--- src/rtl/core6502_pkg.sv ---
// Shared definitions for the Core6502 datapath blocks.
package core6502_pkg;

  localparam int unsigned PC_W = 8;

  typedef struct packed {
    logic adl_pcl;
    logic pcl_pcl;
    logic adh_pch;
    logic pch_pch;
    logic i_pc;
    logic pcl_adl;
    logic pch_adh;
    logic pcl_db;
    logic pch_db;
  } pc_cmd_t;

endpackage

--- src/rtl/pc_half.sv ---
// One half of the program counter: bus/recirculate source mux, +cin adder, carry out.
module pc_half
  import core6502_pkg::*;
#(
  parameter int unsigned W = PC_W
) (
  input  logic         clk_i,
  input  logic         rst_i,
  input  logic         ld_i,
  input  logic [W-1:0] bus_i,
  input  logic         cin_i,
  output logic [W-1:0] q_o,
  output logic         cout_o
);

  logic [W-1:0] q_q;
  logic [W-1:0] src;
  logic [W-1:0] q_d;

  always_comb begin
    src    = ld_i ? bus_i : q_q;
    q_d    = src + {{(W-1){1'b0}}, cin_i};
    cout_o = cin_i & (&src);
  end

  always_ff @(posedge clk_i) begin
    if (rst_i) q_q <= '0;
    else       q_q <= q_d;
  end

  assign q_o = q_q;

endmodule

--- src/rtl/pc_unit.sv ---
// Program-counter unit: two chained PC halves, bus drive muxes, carry and command-error flags.
module pc_unit
  import core6502_pkg::*;
#(
  parameter int unsigned W = PC_W
) (
  input  logic         CLK,
  input  logic         RES,
  input  logic [W-1:0] ADL,
  input  logic [W-1:0] ADH,
  input  logic         ADL_PCL,
  input  logic         PCL_PCL,
  input  logic         ADH_PCH,
  input  logic         PCH_PCH,
  input  logic         I_PC,
  input  logic         PCL_ADL,
  input  logic         PCH_ADH,
  input  logic         PCL_DB,
  input  logic         PCH_DB,
  output logic [W-1:0] PCL,
  output logic [W-1:0] PCH,
  output logic [W-1:0] ADL_o,
  output logic         ADL_oe,
  output logic [W-1:0] ADH_o,
  output logic         ADH_oe,
  output logic [W-1:0] DB_o,
  output logic         DB_oe,
  output logic         PCC,
  output logic         CMD_ERR
);

  pc_cmd_t cmd;
  logic    pcl_cout;
  logic    pch_cout_unused;
  logic    conflict;
  logic    pcc_q, pcc_d;
  logic    err_q, err_d;

  always_comb begin
    cmd = '{adl_pcl: ADL_PCL, pcl_pcl: PCL_PCL, adh_pch: ADH_PCH, pch_pch: PCH_PCH,
            i_pc: I_PC, pcl_adl: PCL_ADL, pch_adh: PCH_ADH, pcl_db: PCL_DB, pch_db: PCH_DB};
  end

  pc_half #(.W(W)) u_pcl (
    .clk_i  (CLK),
    .rst_i  (RES),
    .ld_i   (cmd.adl_pcl),
    .bus_i  (ADL),
    .cin_i  (cmd.i_pc),
    .q_o    (PCL),
    .cout_o (pcl_cout)
  );

  // PCH only ever advances through the PCL carry.
  pc_half #(.W(W)) u_pch (
    .clk_i  (CLK),
    .rst_i  (RES),
    .ld_i   (cmd.adh_pch),
    .bus_i  (ADH),
    .cin_i  (pcl_cout),
    .q_o    (PCH),
    .cout_o (pch_cout_unused)
  );

  always_comb begin
    conflict = (cmd.adl_pcl & cmd.pcl_pcl) |
               (cmd.adh_pch & cmd.pch_pch) |
               (cmd.pcl_db  & cmd.pch_db);
    pcc_d    = pcl_cout;
    err_d    = err_q | conflict;
  end

  always_ff @(posedge CLK) begin
    if (RES) begin
      pcc_q <= 1'b0;
      err_q <= 1'b0;
    end else begin
      pcc_q <= pcc_d;
      err_q <= err_d;
    end
  end

  always_comb begin
    ADL_o  = PCL;
    ADL_oe = cmd.pcl_adl;
    ADH_o  = PCH;
    ADH_oe = cmd.pch_adh;
    DB_o   = cmd.pcl_db ? PCL : PCH;
    DB_oe  = cmd.pcl_db | cmd.pch_db;
  end

  assign PCC     = pcc_q;
  assign CMD_ERR = err_q;

endmodule

--- config.mk ---
export PLATFORM = sky130hd
export DESIGN_NAME = pc_unit
export DESIGN_NICKNAME = d
export VERILOG_FILES = /design/src/rtl/core6502_pkg.sv /design/src/rtl/pc_half.sv /design/src/rtl/pc_unit.sv
export SDC_FILE = /design/constraint.sdc
export NUM_CORES = 1
export LEC_CHECK = 0
export ABC_AREA = 1
export BUFFER_PORTS_ARGS = -buffer_cell sky130_fd_sc_hd__buf_2
export CORE_MARGIN = 2
export CORE_UTILIZATION = 45
export DETAILED_ROUTE_END_ITERATION = 10
export PLACE_DENSITY_LB_ADDON = 0.05
export SLEW_MARGIN = 20
export SYNTH_ARGS = -nofsm -noshare
export SYNTH_HDL_FRONTEND = slang
export SYNTH_SLANG_ARGS = --single-unit
export TNS_END_PERCENT = 1
--- constraint.sdc ---
create_clock -name CLK -period 2.28 [get_ports CLK]
set_input_delay 0.114 -clock CLK [delete_from_list [all_inputs] [get_ports CLK]]
set_output_delay 0.114 -clock CLK [all_outputs]
set_load 0.05 [all_outputs]
==> results.toml, run 1 <==
[run_status]
outcome = "finished, violations left"
failed_checks = "DRC"

[setup_path]
timing.critical_path.from = "u_pcl.q_o[1]$_SDFF_PP0_"
worst_setup_path_end_kind = "register"
crit_slowest_cell = "sky130_fd_sc_hd__dfxtp_1"
critical_path.n_buffers_inverters = 1
r2r-end = "u_pch.q_o[4]$_SDFF_PP0_"
path_delay_family = "simple AND/OR/NAND/NOR gates"
crit_chain = "inv_1, nand2_4, nand2_1, nor2_1, nand3b_4, nor2_1, ha_1, ha_1, nand2_1, nor2_1, nand2_1, nand2_1, nor2_1"
cp_data_required_time_ns = 2.47
cp-endpoint = "u_pch.q_o[4]$_SDFF_PP0_"
worst-r2r-cell-count = 13
launch_instance_of_the_worst_register_to_register_path = "u_pcl.q_o[1]$_SDFF_PP0_"
setup.worst_path.class = "register to register"
critPathLaunchType = "register"
critical_path.max_fanout = 4
timing.critical_path.depth = 13
critical_path.max_stage_delay_ns = 0.39
critical_path_arrival_ns = 2.00
flop2flop_setup_slack_ns = 0.47

[drt]
drt_pre_antenna_iters = 7
first_iter_violations = 45
drtAntennaViolNets = 0
post-route-drc-count = 6
dr_total_vias = 1340
routed_wl_um = 3016
routed_via_density = 4.637
wire_per_inst_um = 10.44

[global_route]
pin_count_of_the_biggest_net_entering_global_routing = 16
gr-max-usage-layer = "met2"
grt_overflow_total = 0
first_pass_grt_wire_length_um = 5009
antenna_found_initial = 0
grt_met3_use_pct = 4.803
first_global_vias = 1168
grt_util_met1_pct = 26.94
met2_usage_pct = 28.73
groute.usage.overall_pct = 18.55

[cells_and_area]
layout.area.seq_sq_um = 360.3
nets = 291
multi_input_comb_area_sq_um = 734.5
n_antenna_cell = 0
n_fill_cell = 300
layout-drive-gt1-share_pct = 36.43
synthToLayoutAreaGrowth_pct = 16.84

[placement]
detailed_placement_wirelength_estimate_um = 2428
numPortBuffers = 67
gp_routability_congestion = 0.7605

[floorplan]
floorplan.rows = 19
die_width_um = 58.98
top_level_ports = 72
die_h_um = 58.98
dieArea_sq_um = 3478
core_region_area_sq_um = 2805
initial_core_util_pct = 48.48

[sta]
maxSlewHeadroom_pct = 75.69
min_period_over_period_pct = 79.29
setup-tns-final_ns = 0
report.final.hold_viol_count = 0
maxClockFrequency_mhz = 553.2
final.setup_skew_ns = 0.006465
finalSetupViolCount = 0
worst_pin_slew_ns = 0.3642
grt_setup_unrepaired = "false"
slew_violations = 0
minimum_period_implied_by_the_final_worst_setup_slack_ns = 1.808

[pwr]
vdd_ir_drop_max_mv = 0.2592
cellPowerDensity_nw_per_um2 = 560.2
p_leak_nw = 0.9395
design_power_total_mw = 0.8902

[clocking]
cts_htree_levels = 1
cts_inserted_buffers = 3
post_cts_setup_repair_bufs = 0
clock_latency_at_the_later_pin_of_the_worst_skew_pair_ns = 0.29
cts_buffer_depth = 2
clkSlewWorstSetupHoldPaths_ns = 0.10
cts_tree = "built"
cts_sinks = 18
cts.repair.resized = 0
cts_hold_buf = 0
clock_tree.root_cell = "sky130_fd_sc_hd__clkbuf_4"

[hold_path]
holdPathStages = 2
hp-class = "input pin to register"

[logic_synthesis]
netlist-cell-type-count = 27
syn-instance-count = 211
ys_seq_area_share_pct = 26.49
yosysWarnings = 0
post_synth.cell_area_avg_sq_um = 6.446
synth.cell_area_sq_um = 1360
synth_seq_cells = 18
postSynthNetCount = 242

[run]
max_cap_viols = 0
==> flip-flops by register name (all words and copies together), names as in the netlist <==
name,cells
u_pcl.q_o,8
u_pch.q_o,8
CMD_ERR,1
PCC,1
==> placed cells by master, fill, tap and decap left out <==
| master | instances |
|---|---|
| sky130_fd_sc_hd__a21oi_1 | 8 |
| sky130_fd_sc_hd__a31oi_1 | 1 |
| sky130_fd_sc_hd__and2_1 | 2 |
| sky130_fd_sc_hd__buf_2 | 67 |
| sky130_fd_sc_hd__clkbuf_4 | 3 |
| sky130_fd_sc_hd__dfxtp_1 | 18 |
| sky130_fd_sc_hd__ha_1 | 4 |
| sky130_fd_sc_hd__inv_1 | 22 |
| sky130_fd_sc_hd__inv_2 | 1 |
| sky130_fd_sc_hd__inv_8 | 1 |
| sky130_fd_sc_hd__nand2_1 | 66 |
| sky130_fd_sc_hd__nand2_2 | 8 |
| sky130_fd_sc_hd__nand2_4 | 4 |
| sky130_fd_sc_hd__nand3_1 | 6 |
| sky130_fd_sc_hd__nand3_2 | 2 |
| sky130_fd_sc_hd__nand3b_4 | 1 |
| sky130_fd_sc_hd__nor2_1 | 26 |
| sky130_fd_sc_hd__nor2_2 | 2 |
| sky130_fd_sc_hd__nor2_4 | 2 |
| sky130_fd_sc_hd__nor3_1 | 3 |
| sky130_fd_sc_hd__nor3_2 | 1 |
| sky130_fd_sc_hd__o21ai_0 | 7 |
| sky130_fd_sc_hd__o21ai_1 | 1 |
| sky130_fd_sc_hd__o21ai_2 | 1 |
| sky130_fd_sc_hd__or2_2 | 1 |
==> synth_stat cells <==
master / number / area (sq um)
sky130_fd_sc_hd__nand3b_4: 1 / 20.02
sky130_fd_sc_hd__clkbuf_1: 1 / 3.750
sky130_fd_sc_hd__inv_8: 1 / 11.26
sky130_fd_sc_hd__buf_4: 19 / 142.6
sky130_fd_sc_hd__nand2_2: 8 / 50.05
sky130_fd_sc_hd__o21ai_0: 7 / 35.03
sky130_fd_sc_hd__nor3_1: 3 / 15.01
sky130_fd_sc_hd__inv_1: 22 / 82.58
sky130_fd_sc_hd__nor2_4: 2 / 22.52
sky130_fd_sc_hd__o21ai_2: 1 / 8.760
sky130_fd_sc_hd__ha_1: 4 / 50.05
sky130_fd_sc_hd__or2_2: 1 / 6.260
sky130_fd_sc_hd__nand2_1: 66 / 247.7
sky130_fd_sc_hd__nor2_2: 2 / 12.51
sky130_fd_sc_hd__o21ai_1: 1 / 5.000
sky130_fd_sc_hd__buf_2: 2 / 10.01
sky130_fd_sc_hd__buf_6: 1 / 11.26
sky130_fd_sc_hd__inv_2: 1 / 3.750
sky130_fd_sc_hd__a31oi_1: 1 / 6.260
sky130_fd_sc_hd__a21oi_1: 8 / 40.04
sky130_fd_sc_hd__and2_1: 2 / 12.51
sky130_fd_sc_hd__dfxtp_1: 18 / 360.4
sky130_fd_sc_hd__nand2_4: 4 / 45.04
sky130_fd_sc_hd__nor2_1: 26 / 97.59
sky130_fd_sc_hd__nand3_2: 2 / 20.02
sky130_fd_sc_hd__nor3_2: 1 / 10.01
sky130_fd_sc_hd__nand3_1: 6 / 30.03
==> how the worst min path moves through the flow <==
stage,from,end,slack (ns)
final,RES,u_pcl.q_o[0]$_SDFF_PP0_,0.10
after global routing,RES,u_pcl.q_o[1]$_SDFF_PP0_,0.09
after CTS,RES,u_pcl.q_o[1]$_SDFF_PP0_,0.10
after detailed placement,PCH_ADH,ADH_oe,0.23
after global placement,PCH_ADH,ADH_oe,0.23
after floorplan,PCL_DB,CMD_ERR$_SDFF_PP0_,0.27
==> where the power goes <==
group / switching, mW / leakage [nW] / internal, mW
Clock: 0.0945 / 0.0138 / 0.0614
Sequential: 0.0184 / 0.149 / 0.335
Combinational: 0.291 / 0.777 / 0.0905
==> cell families after synthesis <==
logic type      after synthesis  share of synthesized area (%)
fa+ha+maj                     4                          3.680
flops                        18                          26.50
simple gates                124                          43.33
buf+inv                      47                          19.50
compound gates               18                          6.992
==> layer usage <==
metal / vias to the layer above / wire length [um]
met5: - / 0
met4: 0 / 10
met3: 2 / 265
met2: 57 / 1212
met1: 559 / 1528
li1: 722 / -
==> per-stage QoR <==
step / setup slack (ns) / util (%) / instances / cell area [sq um] / hold slack [ns]
4_1_cts: 0.4546 / 56.65 / 289 / 1589 / 0.1034
3_5_place_dp: 0.4807 / 55.84 / 286 / 1567 / 0.2286
6_report: 0.4723 / 56.65 / 289 / 1589 / 0.1030
5_1_grt: 0.2698 / 56.65 / 289 / 1589 / 0.08518
3_3_place_gp: 0.4845 / 55.84 / 286 / 1567 / 0.2286
2_1_floorplan: 0.2588 / - / 211 / 1360 / 0.2709
==> final cells by class <==
class | count | area share, %
clock buffer | 3 | 1.417
inverter | 24 | 6.142
multi-input combinational | 146 | 46.22
sequential | 18 | 22.68
tap | 31 | 2.441
timing repair buffer | 67 | 21.10
Power figures use the tool's default switching activity.
==> run 2, diff against run 1 <==
- ABC_AREA: 1 -> 0
- CORE_UTILIZATION: 45 -> 41
- clock period: 2.28 -> 1.6 ns (I/O delays scaled with it)
==> results.toml, run 2 <==
[pwr]
power_frac_seq_pct = 36.1
power.switching_mw = 0.5961
p_leak_nw = 0.8973
clock_power_share_pct = 20.6
intPower_mw = 0.8058
vdd_ir_drop_max_mv = 0.3376
sw_frac_of_total_pct = 42.52
cellPowerDensity_nw_per_um2 = 768.5
combinationalPowerShare_pct = 43.3

[sta]
minimum_period_implied_by_the_final_worst_setup_slack_ns = 1.848
final.setup_skew_ns = 0.007830
worst_pin_slew_ns = 0.3766
setup_ws_post_layout_ns = -0.2479
grt_setup_unrepaired = "true"
report.final.hold_viol_count = 0
maxClockFrequency_mhz = 541.1
hold_ws_ns = 0.05621
min_period_over_period_pct = 115.5
slew_violations = 0
setup-tns-final_ns = -1.166
maxSlewHeadroom_pct = 74.17
finalSetupViolCount = 7

[clocking]
clock_tree.root_cell = "sky130_fd_sc_hd__clkbuf_4"
clkSlewWorstSetupHoldPaths_ns = 0.12
cts_tree = "built"
cts_hold_buf = 0
cts_sinks = 18
cts_buffer_depth = 2
cts_htree_levels = 1
cts_inserted_buffers = 3
clock_latency_at_the_later_pin_of_the_worst_skew_pair_ns = 0.29

[setup_path]
critical_path.max_fanout = 3
worst_setup_path_end_kind = "register"
setup.worst_path.class = "register to register"
critical_path.max_stage_delay_ns = 0.36
crit_slowest_cell = "sky130_fd_sc_hd__dfxtp_4"
path_delay_family = "compound AO/OA/AOI/OAI gates"
r2r-end = "u_pch.q_o[6]$_SDFF_PP0_"
critical_path.n_buffers_inverters = 1
worst-r2r-cell-count = 10
critical_path_arrival_ns = 2.03
cp_data_required_time_ns = 1.78
critPathLaunchType = "register"
launch_instance_of_the_worst_register_to_register_path = "u_pcl.q_o[3]$_SDFF_PP0_"
flop2flop_setup_slack_ns = -0.25
crit_chain = "nand3b_1, a22oi_2, nand3_2, a21oi_2, ha_2, ha_4, inv_2, a211oi_2, xnor2_1, nor2_1"

[floorplan]
die_h_um = 61.94
top_level_ports = 72
core_region_area_sq_um = 3284
die_width_um = 61.94
floorplan.rows = 21
dieArea_sq_um = 3837
initial_core_util_pct = 41.90

[hold_path]
hp-class = "input pin to register"
holdCritStartpoint = "PCL_PCL"
holdPathStages = 3
hold-path-endpoint = "CMD_ERR$_SDFF_PP0_"

[cells_and_area]
synthToLayoutAreaGrowth_pct = 32.55
n_antenna_cell = 0
layout_common_cells = "sky130_fd_sc_hd__buf_2, sky130_fd_sc_hd__buf_4, sky130_fd_sc_hd__mux2_2, sky130_fd_sc_hd__dfxtp_1, sky130_fd_sc_hd__mux2i_1"
nets = 237
layout-drive-gt1-share_pct = 64.88
layout.core_utilization_pct = 55.54
finalNonFillerCells = 251
mostFrequentLayoutCell = "sky130_fd_sc_hd__buf_2"
final_design_area_no_fill_sq_um = 1824

[logic_synthesis]
synth.cell_area_sq_um = 1376
post_synth.cell_area_avg_sq_um = 9.831
post_synth_main_area_contributors = "sky130_fd_sc_hd__dfxtp_1, sky130_fd_sc_hd__mux2_2, sky130_fd_sc_hd__buf_4, sky130_fd_sc_hd__mux2i_1, sky130_fd_sc_hd__ha_1"
synth_async_sr_flop_share_pct = 0
synth_enable_flop_cells = 0
synth_seq_cells = 18
netlist-cell-type-count = 37
dominantRegCellSynth = "sky130_fd_sc_hd__dfxtp_1"
syn-instance-count = 140
synth.largest_area_cell = "sky130_fd_sc_hd__dfxtp_1"
synth_common_cells = "sky130_fd_sc_hd__buf_4, sky130_fd_sc_hd__dfxtp_1, sky130_fd_sc_hd__mux2_2"
postSynthNetCount = 171
yosysWarnings = 0
synth_most_common_cell = "sky130_fd_sc_hd__buf_4"
ys_seq_area_share_pct = 26.18
synthDominantCellAreaShare_pct = 26.18

[drt]
post-route-drc-count = 0
dr_total_vias = 1256
wire_per_inst_um = 13.88
routed_wl_um = 3483
drt_pre_antenna_iters = 4
first_iter_violations = 14
routed_via_density = 5.004
drtAntennaViolNets = 0

[placement]
dp_cells = 247
gp_routability_congestion = 0.7356
placed_area_sq_um = 1744
detailed_placement_wirelength_estimate_um = 2735
numPortBuffers = 67

[global_route]
pin_count_of_the_biggest_net_entering_global_routing = 19
grt_overflow_total = 0
antenna_found_initial = 0
groute.usage.overall_pct = 18.79
first_global_vias = 1168
first_pass_grt_wire_length_um = 5395

[run]
max_cap_viols = 0

[run_status]
outcome = "finished, violations left"
failed_checks = "setup timing"
run 2: changes by cell type in the layout (fill, tap and decap cells not counted), moves of 5 or more:
| cell | change |
|---|---|
| sky130_fd_sc_hd__inv_1 | -21 |
| sky130_fd_sc_hd__dfxtp_1 | -7 |
| sky130_fd_sc_hd__dfxtp_2 | +5 |
| sky130_fd_sc_hd__o21ai_0 | -7 |
| sky130_fd_sc_hd__mux2_2 | +12 |
| sky130_fd_sc_hd__nor2b_1 | +6 |
| sky130_fd_sc_hd__buf_4 | +18 |
| sky130_fd_sc_hd__xor2_1 | +5 |
| sky130_fd_sc_hd__nand2_1 | -63 |
| sky130_fd_sc_hd__nand2_2 | -7 |
| sky130_fd_sc_hd__nor2_1 | -18 |
| sky130_fd_sc_hd__mux2i_1 | +9 |
run 2: how the worst max path moves through the flow:
stage / startpoint / cells past startpoint / slack, ns / endpoint
floorplan: u_pcl.q_o[3]$_SDFF_PP0_ / 10 / -0.31 / u_pch.q_o[6]$_SDFF_PP0_
global placement: ADL_PCL / 11 / -0.21 / u_pch.q_o[4]$_SDFF_PP0_
detailed placement: ADL_PCL / 12 / -0.25 / u_pch.q_o[4]$_SDFF_PP0_
CTS: u_pcl.q_o[3]$_SDFF_PP0_ / 10 / -0.27 / u_pch.q_o[6]$_SDFF_PP0_
global route: u_pcl.q_o[3]$_SDFF_PP0_ / 10 / -0.39 / u_pch.q_o[6]$_SDFF_PP0_
finish: u_pcl.q_o[3]$_SDFF_PP0_ / 10 / -0.25 / u_pch.q_o[6]$_SDFF_PP0_
run 2: timing repair:
action,4_1_cts,5_1_grt
cloned,0,0
gates resized for setup,5,5
endpoints found under the setup margin,10,11
pin swaps,3,4
setup buffers,0,0
run 2: power by group through the flow:
stage | clock network, mW | registers [mW] | logic (mW)
2_1_floorplan | 0 | 0.626 | 0.368
3_3_place_gp | 0 | 0.514 | 0.596
3_5_place_dp | 0 | 0.516 | 0.597
4_1_cts | 0.294 | 0.506 | 0.603
5_1_grt | 0.314 | 0.511 | 0.649
6_report | 0.289 | 0.506 | 0.607
run 2: stage by stage:
step / worst slack (ns) / power, mW
floorplan: -0.3122 / 0.9939
CTS: -0.2663 / 1.403
finish: -0.2479 / 1.402
detailed placement: -0.2539 / 1.114
global route: -0.3917 / 1.475
global placement: -0.2071 / 1.110
run 2: kinds of logic after synthesis:
logic type      synth area share [%]
compound gates                 11.36
flops                          26.18
simple gates                   20.45
buf+inv                        14.45
mux                            18.18
xor+xnor                       5.727
fa+ha+maj                      3.637
run 2: per-layer routing:
| layer | routed length [um] | share of wire (%) | GRT usage, % |
|---|---|---|---|
| met1 | 1602 | 46 | 24.97 |
| met2 | 1604 | 46 | 30.65 |
| met3 | 221 | 6.3 | 3.313 |
| met4 | 55 | 1.6 | 6.383 |
| met5 | 0 | 0 | 0 |
run 2: layout make-up:
class	instances	area, sq um
Inverter	3	11.26
Sequential cell	18	374.1
Clock buffer	4	36.28
Fill cell	314	1460
Timing Repair Buffer	86	481.7
Tap cell	46	57.56
Multi-Input combinational cell	94	863.3
run 2: worst min-delay path, delay by kind of cell:
family | cells | cell delay (ns)
compound gates | 2 | 0.17
buf+inv | 1 | 0.08
